### config.mk
export PLATFORM = sky130hd
export DESIGN_NAME = hbm_bringup_seq
export DESIGN_NICKNAME = d
export VERILOG_FILES = /design/src/rtl/hbm_bringup_pkg.sv /design/src/rtl/hbm_sync2.sv /design/src/rtl/hbm_bringup_seq.sv
export SDC_FILE = /design/constraint.sdc
export NUM_CORES = 1
export LEC_CHECK = 0
export CORE_UTILIZATION = 57
export DETAILED_ROUTE_END_ITERATION = 8
export GPL_ROUTABILITY_DRIVEN = 1
export PLACE_DENSITY = 0.81
export SYNTH_ARGS = -nofsm -noshare
export SYNTH_HDL_FRONTEND = slang
export SYNTH_SLANG_ARGS = --single-unit
### constraint.sdc
create_clock -name clk100_in_clk -period 2.65 [get_ports clk100_in_clk]
set_input_delay 0.3975 -clock clk100_in_clk [delete_from_list [all_inputs] [get_ports clk100_in_clk]]
set_output_delay 0.3975 -clock clk100_in_clk [all_outputs]
set_load 0.005 [all_outputs]
### src/rtl/hbm_bringup_pkg.sv
// rtl/hbm_bringup_pkg.sv - shared types, fail codes and defaults for the HBM bring-up sequencer
package hbm_bringup_pkg;

    typedef enum logic [2:0] {
        ST_PLL_RST  = 3'd0,
        ST_PLL_WAIT = 3'd1,
        ST_NOC_SET  = 3'd2,
        ST_CAL_WAIT = 3'd3,
        ST_AXI_REL  = 3'd4,
        ST_RUN      = 3'd5,
        ST_FAIL     = 3'd6
    } state_t;

    localparam logic [2:0] FC_NONE      = 3'd0;
    localparam logic [2:0] FC_LOCK_TMO  = 3'd1;
    localparam logic [2:0] FC_CAL_FAIL  = 3'd2;
    localparam logic [2:0] FC_CAL_TMO   = 3'd3;
    localparam logic [2:0] FC_LOCK_LOST = 3'd4;
    localparam logic [2:0] FC_CAL_LOST  = 3'd5;
    localparam logic [2:0] FC_CATTRIP   = 3'd6;

    localparam int DEF_PLL_RST_CYC = 16;
    localparam int DEF_LOCK_TMO    = 1000;
    localparam int DEF_NOC_SETTLE  = 8;
    localparam int DEF_CAL_TMO     = 100000;
    localparam int DEF_MAX_RETRY   = 3;

endpackage

### src/rtl/hbm_sync2.sv
// rtl/hbm_sync2.sv - parameterized-width two-flop synchronizer with synchronous clear
module hbm_sync2 #(
    parameter int WIDTH = 1
) (
    input  logic             clk,
    input  logic             resetn,
    input  logic [WIDTH-1:0] d,
    output logic [WIDTH-1:0] q
);

    logic [WIDTH-1:0] meta;

    always_ff @(posedge clk) begin
        if (!resetn) begin
            meta <= '0;
            q    <= '0;
        end else begin
            meta <= d;
            q    <= meta;
        end
    end

endmodule

### src/rtl/hbm_bringup_seq.sv
// rtl/hbm_bringup_seq.sv - PLL, NoC and AXI reset sequencer with HBM calibration monitoring and retry
module hbm_bringup_seq
    import hbm_bringup_pkg::*;
#(
    parameter int PLL_RST_CYC = DEF_PLL_RST_CYC,
    parameter int LOCK_TMO    = DEF_LOCK_TMO,
    parameter int NOC_SETTLE  = DEF_NOC_SETTLE,
    parameter int CAL_TMO     = DEF_CAL_TMO,
    parameter int MAX_RETRY   = DEF_MAX_RETRY
) (
    input  logic       clk100_in_clk,
    input  logic       reset_in_reset_n,
    input  logic       iopll_locked_export,
    input  logic       hbm_local_cal_success,
    input  logic       hbm_local_cal_fail,
    input  logic       hbm_cattrip,
    input  logic       restart_req,
    output logic       iopll_reset_reset,
    output logic       noc_reset_in_reset,
    output logic       axi_reset_in_reset,
    output logic       sys_ready,
    output logic       sys_fail,
    output logic [2:0] fail_code,
    output logic [1:0] retry_cnt,
    output logic [2:0] state_o
);

    localparam int TW = $clog2(CAL_TMO + 1);
    localparam logic [1:0] RETRY_MAX = 2'(MAX_RETRY);

    logic lock_s, succ_s, fail_s, trip_s;

    hbm_sync2 #(.WIDTH(4)) u_sync (
        .clk    (clk100_in_clk),
        .resetn (reset_in_reset_n),
        .d      ({hbm_cattrip, hbm_local_cal_fail, hbm_local_cal_success, iopll_locked_export}),
        .q      ({trip_s, fail_s, succ_s, lock_s})
    );

    state_t        state, nxt_state;
    logic [TW-1:0] tmr, tmr_lim;
    logic          tmr_done, tmr_clr;
    logic [2:0]    nxt_code, retry_cause;
    logic [1:0]    nxt_retry;
    logic          retry_take;

    // The timer counts cycles spent in the current state; the last counted cycle is the limit.
    always_comb begin
        tmr_lim = '0;
        case (state)
            ST_PLL_RST:  tmr_lim = TW'(PLL_RST_CYC - 1);
            ST_PLL_WAIT: tmr_lim = TW'(LOCK_TMO - 1);
            ST_NOC_SET:  tmr_lim = TW'(NOC_SETTLE - 1);
            ST_CAL_WAIT: tmr_lim = TW'(CAL_TMO - 1);
            default:     tmr_lim = '0;
        endcase
    end

    assign tmr_done = (tmr == tmr_lim);

    always_comb begin
        nxt_state   = state;
        nxt_code    = fail_code;
        nxt_retry   = retry_cnt;
        tmr_clr     = 1'b0;
        retry_take  = 1'b0;
        retry_cause = fail_code;
        if (trip_s) begin
            nxt_state = ST_FAIL;
            nxt_code  = FC_CATTRIP;
        end else if (restart_req) begin
            nxt_state = ST_PLL_RST;
            nxt_retry = '0;
            tmr_clr   = 1'b1;
        end else begin
            case (state)
                ST_PLL_RST: begin
                    if (tmr_done) nxt_state = ST_PLL_WAIT;
                end
                ST_PLL_WAIT: begin
                    if (lock_s) begin
                        nxt_state = ST_NOC_SET;
                    end else if (tmr_done) begin
                        retry_take  = 1'b1;
                        retry_cause = FC_LOCK_TMO;
                    end
                end
                ST_NOC_SET: begin
                    if (tmr_done) nxt_state = ST_CAL_WAIT;
                end
                ST_CAL_WAIT: begin
                    // A simultaneous success and fail is treated as a failure.
                    if (fail_s) begin
                        retry_take  = 1'b1;
                        retry_cause = FC_CAL_FAIL;
                    end else if (succ_s) begin
                        nxt_state = ST_AXI_REL;
                    end else if (tmr_done) begin
                        retry_take  = 1'b1;
                        retry_cause = FC_CAL_TMO;
                    end
                end
                ST_AXI_REL: nxt_state = ST_RUN;
                ST_RUN: begin
                    if (!lock_s) begin
                        retry_take  = 1'b1;
                        retry_cause = FC_LOCK_LOST;
                    end else if (!succ_s) begin
                        retry_take  = 1'b1;
                        retry_cause = FC_CAL_LOST;
                    end
                end
                default: nxt_state = state;
            endcase
            if (retry_take) begin
                nxt_code = retry_cause;
                if (retry_cnt < RETRY_MAX) begin
                    nxt_retry = retry_cnt + 2'd1;
                    nxt_state = ST_PLL_RST;
                end else begin
                    nxt_state = ST_FAIL;
                end
            end
        end
    end

    // Outputs are decoded from the next state so they change on the same edge as state_o.
    always_ff @(posedge clk100_in_clk) begin
        if (!reset_in_reset_n) begin
            state              <= ST_PLL_RST;
            tmr                <= '0;
            retry_cnt          <= '0;
            fail_code          <= FC_NONE;
            iopll_reset_reset  <= 1'b1;
            noc_reset_in_reset <= 1'b1;
            axi_reset_in_reset <= 1'b1;
            sys_ready          <= 1'b0;
            sys_fail           <= 1'b0;
        end else begin
            state     <= nxt_state;
            fail_code <= nxt_code;
            retry_cnt <= nxt_retry;
            if (tmr_clr || (nxt_state != state)) tmr <= '0;
            else if (!tmr_done)                  tmr <= tmr + TW'(1);
            iopll_reset_reset  <= (nxt_state == ST_PLL_RST) || (nxt_state == ST_FAIL);
            noc_reset_in_reset <= (nxt_state inside {ST_PLL_RST, ST_PLL_WAIT, ST_NOC_SET, ST_FAIL});
            axi_reset_in_reset <= (nxt_state inside {ST_PLL_RST, ST_PLL_WAIT, ST_NOC_SET, ST_CAL_WAIT, ST_FAIL});
            sys_ready          <= (nxt_state == ST_RUN);
            sys_fail           <= (nxt_state == ST_FAIL);
        end
    end

    assign state_o = state;

endmodule

* After elaboration in Yosys (flattened, before gate mapping)
Cells that the tools add are included.
Cells by class: equality and inequality tests 23, magnitude comparators 1, multiplexer cells 36, bitwise gates (word level) 3, reductions and logical operators 16, add/subtract/negate cells 2
Operator list (count):
- $pmux 17 s4 | 1
- $mux 3 | 19
- $add 17x1->17 const B | 1
- $eq 17x17->1 | 1
- $reduce_and 8->1 | 2
- $pmux 3 s5 | 1
- $eq 3x2->1 const B | 4
- $eq 3x3->1 const B | 4
- $ne 3x2->1 const B | 4
- $mux 1 | 10
- $pmux 3 s3 | 1
- $ne 4x2->1 const B | 2
- $reduce_bool 4->1 | 2
- $eq 3x1->1 const B | 2
- $logic_not 3->1 | 2
- $mux 2 | 3
- $reduce_bool 2->1 | 3
- $reduce_bool 5->1 | 1
- $ne 2x2->1 const B | 2
- $ne 4x3->1 const B | 1
- $reduce_or 2->1 | 2
- $ne 3x3->1 | 1
- $ne 3x3->1 const B | 1
- $not 1->1 | 3
- 7 further kinds | 8
Word-level totals: register bits after elaboration 38, output and inout bits 13, word-level logic and storage cells 93, input bits 7

* Depth between registers and ports, before layout
depth after elaboration 15, depth in mapped cells 10, depth with buffers taken out 6

* Hierarchy
Synthesis repeated with hierarchy kept, for this count alone.
Unflattened totals: cells, all modules 206, area, all modules 1861.8 µm²
By module, submodules not included:
- hbm_bringup_seq | times used 1, area an instance 1651.6 µm², cells an instance 190
- hbm_sync2 | times used 1, area an instance 210.2 µm², cells an instance 16

* Worst setup path before layout
OpenSTA, ideal clock, no wires.
path kind register to register, start point register state[0] (netlist: state_o[0]), end point register tmr[13], period minus slack after synthesis 2360 ps, required time 2564 ps, stages on the path, launching flop included 10, setup slack 290 ps, arrival time 2274 ps, cells stage by stage dfxtp_1 > buf_4 > o21a_1 > o311a_1 > buf_2 > or4_4 > and2_1 > buf_6 > buf_8 > a221oi_2
On the way: word-level cells in the longest chain between the ends 15, elaborated cells on any way between the ends 27, classes of those cells eq/ne: 7; mux: 17; reduce/logical: 3
Ends and longest elaborated chain:
- start, declared | RTL line hbm_bringup_seq.sv:40 | state_t state, nxt_state;
- start signal, assigned | RTL line hbm_bringup_seq.sv:140 | state <= nxt_state;
- $eq 3x2->1 (tied with other cells) | RTL line hbm_bringup_seq.sv:50, hbm_bringup_seq.sv:76
- $pmux 17 s4 | RTL line hbm_bringup_seq.sv:50 | case (state)
- $eq 17x17->1 | RTL line hbm_bringup_seq.sv:59 | assign tmr_done = (tmr == tmr_lim);
- $mux 1 | RTL line hbm_bringup_seq.sv:83, hbm_bringup_seq.sv:98
- $mux 1 | RTL line hbm_bringup_seq.sv:96 | end else if (succ_s) begin
- $mux 1 | RTL line hbm_bringup_seq.sv:93 | if (fail_s) begin
- $pmux 1 s3 | RTL line hbm_bringup_seq.sv:76 | case (state)
- $mux 1 | RTL line hbm_bringup_seq.sv:71 | end else if (restart_req) begin
- $mux 1 | RTL line hbm_bringup_seq.sv:68 | if (trip_s) begin
- $mux 3 | RTL line hbm_bringup_seq.sv:115 | if (retry_take) begin
- $mux 3 | RTL line hbm_bringup_seq.sv:71
- $mux 3 | RTL line hbm_bringup_seq.sv:68
- $ne 3x3->1 | RTL line hbm_bringup_seq.sv:143 | if (tmr_clr || (nxt_state != state)) tmr <= '0;
- $logic_or 1x1->1 | RTL line hbm_bringup_seq.sv:143
- $reduce_or 2->1 (no line)
- end signal, assigned | RTL line hbm_bringup_seq.sv:144 | else if (!tmr_done) tmr <= tmr + TW'(1);
- end, declared | RTL line hbm_bringup_seq.sv:41 | logic [TW-1:0] tmr, tmr_lim;
Several ways; a longest one is shown, not always the timed one. The select of a mux whose other input is x is not followed. A chain may end at the register's enable or synchronous reset.

* Worst setup path in the final report
start point register tmr[10], end point register tmr[5]
On the way: word-level cells in the longest chain between the ends 13, elaborated cells on any way between the ends 17, classes of those cells eq/ne: 2; mux: 13; reduce/logical: 2
Ends and longest elaborated chain (RTL line):
- $eq 17x17->1 * | hbm_bringup_seq.sv:59
- $mux 1 | hbm_bringup_seq.sv:83, hbm_bringup_seq.sv:98
- $mux 1 | hbm_bringup_seq.sv:96
- $mux 1 | hbm_bringup_seq.sv:93
- $pmux 1 s3 | hbm_bringup_seq.sv:76
- $mux 1 | hbm_bringup_seq.sv:71
- $mux 1 | hbm_bringup_seq.sv:68
- $mux 3 | hbm_bringup_seq.sv:115
- $mux 3 | hbm_bringup_seq.sv:71
- $mux 3 | hbm_bringup_seq.sv:68
- $ne 3x3->1 | hbm_bringup_seq.sv:143
- $logic_or 1x1->1 | hbm_bringup_seq.sv:143
- $reduce_or 2->1 (no line)
Mark *: on every way between the ends. The rest lies on a longest branch, timed or not. The select of a mux whose other input is x is not followed.

==> flow_summary.toml <==
[outcome]
status = "finished, final reports clean"

[cts]
cts_inserted_buffers = 5
clkTransAtPathRegs_ns = 0.08
clk_latency_ns = 0.29
cts-root-buf = "clkbuf_8"
cts.repair.resized = 0
cts_tree = "yes"
cts_sinks = 38
htreeDepth = 2
cts_setup_buffers = 0
clockBufferDepth = 2
ctsHoldBuffers = 0

[worst_setup_path]
crit_path_cell_trace = "or4_1 > a21oi_4 > o21ai_2 > or4_4 > and2_1 > buf_12 > a221oi_1"
critPathLaunchType = "flip-flop"
criticalPathCategory = "flip-flop to flip-flop"
required_ns = 2.85
cp_slowest_cell = "or4_1"
cp.arrival_ns = 2.75
rr_worst_depth = 7
cp_max_fo = 17
crit_buf_inv = 1
r2r-end = "tmr[5]$_SDFFE_PP0N_"
r2r-start = "tmr[10]$_SDFFE_PP0N_"
cp_top_family = "simple AND/OR/NAND/NOR gates"
slowest_delay_ns = 0.58
r2r_slack_ns = 0.1
end_kind = "flip-flop"

[placement]
routabilityCongestion = 0.885
postPlaceCellArea_um2 = 2540
port_buffers = 19
place_inst = 317
dp_hpwl_um = 3700

[final_layout]
nets = 285
diodes = 0
nFillCells = 294
drive_above_1_share_pct = 19.5
area_growth_pct = 21.8
design_area_um2 = 2740
final_cells = 325

[route]
routed_wl_um = 5600
ant_nets = 0
drt_pass1_iterations = 5
drt_iter0_markers = 136
viasPerCell = 6.64
routedWlPerCell_um = 17.2
drc = 0
vias = 2157

[power_and_ir_drop]
power_leakage_nw = 0.972
fin_total_pwr_w = 0.00120
powerDensity_nw_per_um2 = 438
vdd_ir_drop_max_mv = 0.458

[yosys]
yosys.area.top_type = "dfxtp_1"
ys_seq_area_share_pct = 33.9
yosys_register_bits = 38
synth_area_um2 = 2250
synth_edf_count = 0
async_flop_share_pct = 0
synth_commonest_cells = "dfxtp_1 (38), and2_1 (13), nand2_1 (13), o21ai_0 (10)"
ys_types = 62
ys_warn_count = 0
syn_area_per_cell_um2 = 9.06
ys.flop_type = "dfxtp_1"
synth.most_common_cell = "dfxtp_1"
netlist_instances = 248
yosysTopAreaCellShare_pct = 33.9
syn-num-nets = 257
yosys-top-cells-area = "dfxtp_1 (34%), and2_1 (3.6%), a221oi_2 (3.3%), a221oi_1 (3.1%), a211oi_2 (2.8%)"

[die]
start_util_pct = 60.4
dieArea_um2 = 4200
pin_count = 20
chipHeight_um = 64.8
die_x_um = 64.8
core_area_um2 = 3720
num_rows = 22

[global_route]
antenna_found_initial = 0
grt.overflow.total = 0
grt_pass1_vias = 1946
grt_use_total_pct = 28.1
grt_max_degree = 23
grt_pass1_wl_um = 9230

[timing]
fin_worst_skew_ns = 0.00459
fmax_mhz = 392
tightest_slew_ns = 0.410
fin_crit_sh_pct = 96.4
slew_headroom_pct = 72.5
min_period_ns = 2.55
finalHoldViolations = 0
setup_violations = 0
slew_violations = 0
hold_slack_ns = 0.433

[min_path]
hold_start = "u_sync.meta[0]$_SDFF_PN0_"
hold_depth = 1
hold_class = "flip-flop to flip-flop"
min_to = "u_sync.q[0]$_SDFF_PN0_"

[run]
cap_violations = 0
[worst register-to-register path, stage by stage (launching register included)]
cell and delay (ns):
dfxtp_1 0.36, or4_1 0.58, a21oi_4 0.22, o21ai_2 0.12, or4_4 0.55, and2_1 0.21
buf_12 0.16, a221oi_1 0.27
[logic make-up after synthesis]
family | Yosys count | share of synthesized area, %
AND/OR/NAND/NOR | 101 | 26.9
AO/OA/AOI/OAI | 79 | 28.9
flip-flops | 38 | 33.9
buffers and inverters | 19 | 5.40
XOR/XNOR | 5 | 1.95
multiplexers | 4 | 1.89
adder cells (fa/ha/maj) | 2 | 1.11
[cell usage in the layout, fill, tap and decap left out, types with 3 or more instances in the layout]
cell	instances
a211oi_2	5
a21o_1	3
a21oi_1	9
a221oi_1	6
a221oi_2	6
a31oi_1	5
and2_1	13
and3_1	6
buf_4	14
clkbuf_8	5
clkdlybuf4s50_1	19
dfxtp_1	37
inv_1	4
nand2_1	13
nand2b_1	4
nand3_1	8
nand3b_1	3
nand4_1	3
nor2_1	9
nor2b_1	3
nor3_1	4
nor4_1	3
o21ai_0	10
o31a_1	3
o31ai_1	5
or3_1	9
or4_1	7
xor2_1	4
[power breakdown]
group,switching (W),total [W],internal [W]
Sequential,0.0000102,0.000593,0.000583
Clock,0.000210,0.000488,0.000277
Combinational,0.0000636,0.000117,0.0000535
Total,0.000284,0.00120,0.000913
[through the flow]
| step | TNS, ns | setup WS (ns) | util (%) |
|---|---|---|---|
| 3_3_place_gp | 0 | 0.131 | 68.4 |
| 3_5_place_dp | 0 | 0.0463 | 68.4 |
| 2_1_floorplan | 0 | 0.290 | - |
| 4_1_cts | 0 | 0.0991 | 71.3 |
| 5_1_grt | -0.00877 | -0.00877 | 73.6 |
| 6_report | 0 | 0.0966 | 73.6 |
[worst max path at each step]
stage,depth (start not counted),endpoint,startpoint,slack (ns)
after floorplan,9,tmr[13]$_SDFFE_PP0N_,state_o[0]$_SDFF_PN0_,0.29
after global placement,6,axi_reset_in_reset$_SDFF_PN1_,tmr[0]$_SDFFE_PP0N_,0.13
after detailed placement,8,tmr[12]$_SDFFE_PP0N_,reset_in_reset_n,0.05
after CTS,6,axi_reset_in_reset$_SDFF_PN1_,tmr[0]$_SDFFE_PP0N_,0.1
after global routing,7,tmr[10]$_SDFFE_PP0N_,tmr[10]$_SDFFE_PP0N_,-0.009
final,7,tmr[5]$_SDFFE_PP0N_,tmr[10]$_SDFFE_PP0N_,0.1
[flip-flops by register name, indices dropped and copies added (netlist names)]
name / cells
sys_ready: 1
fail_code: 3
sys_fail: 1
axi_reset_in_reset: 1
u_sync.meta: 4
tmr: 17
state_o: 3
retry_cnt: 2
u_sync.q: 4
iopll_reset_reset: 1
noc_reset_in_reset: 1
[layer usage]
metal / wire [um] / up-vias / GRT usage (%)
met2: 2570 / 102 / 41.5
met3: 423 / 9 / 6.34
li1: - / 1024 / -
met5: 0 / - / 0
met1: 2540 / 1022 / 40.9
met4: 65 / 0 / 6.67
[layout make-up]
| cell class | count | area (um^2) | share of cell area (%) |
|---|---|---|---|
| clock buffer | 5 | 68.8 | 2.52 |
| clock inverter | 3 | 40.0 | 1.46 |
| inverter | 4 | 15.0 | 0.549 |
| multi-input combinational | 191 | 1440 | 52.7 |
| sequential | 38 | 762 | 27.9 |
| tap | 48 | 60.1 | 2.20 |
| timing repair buffer | 36 | 347 | 12.7 |
Power figures use the tool's default switching activity.
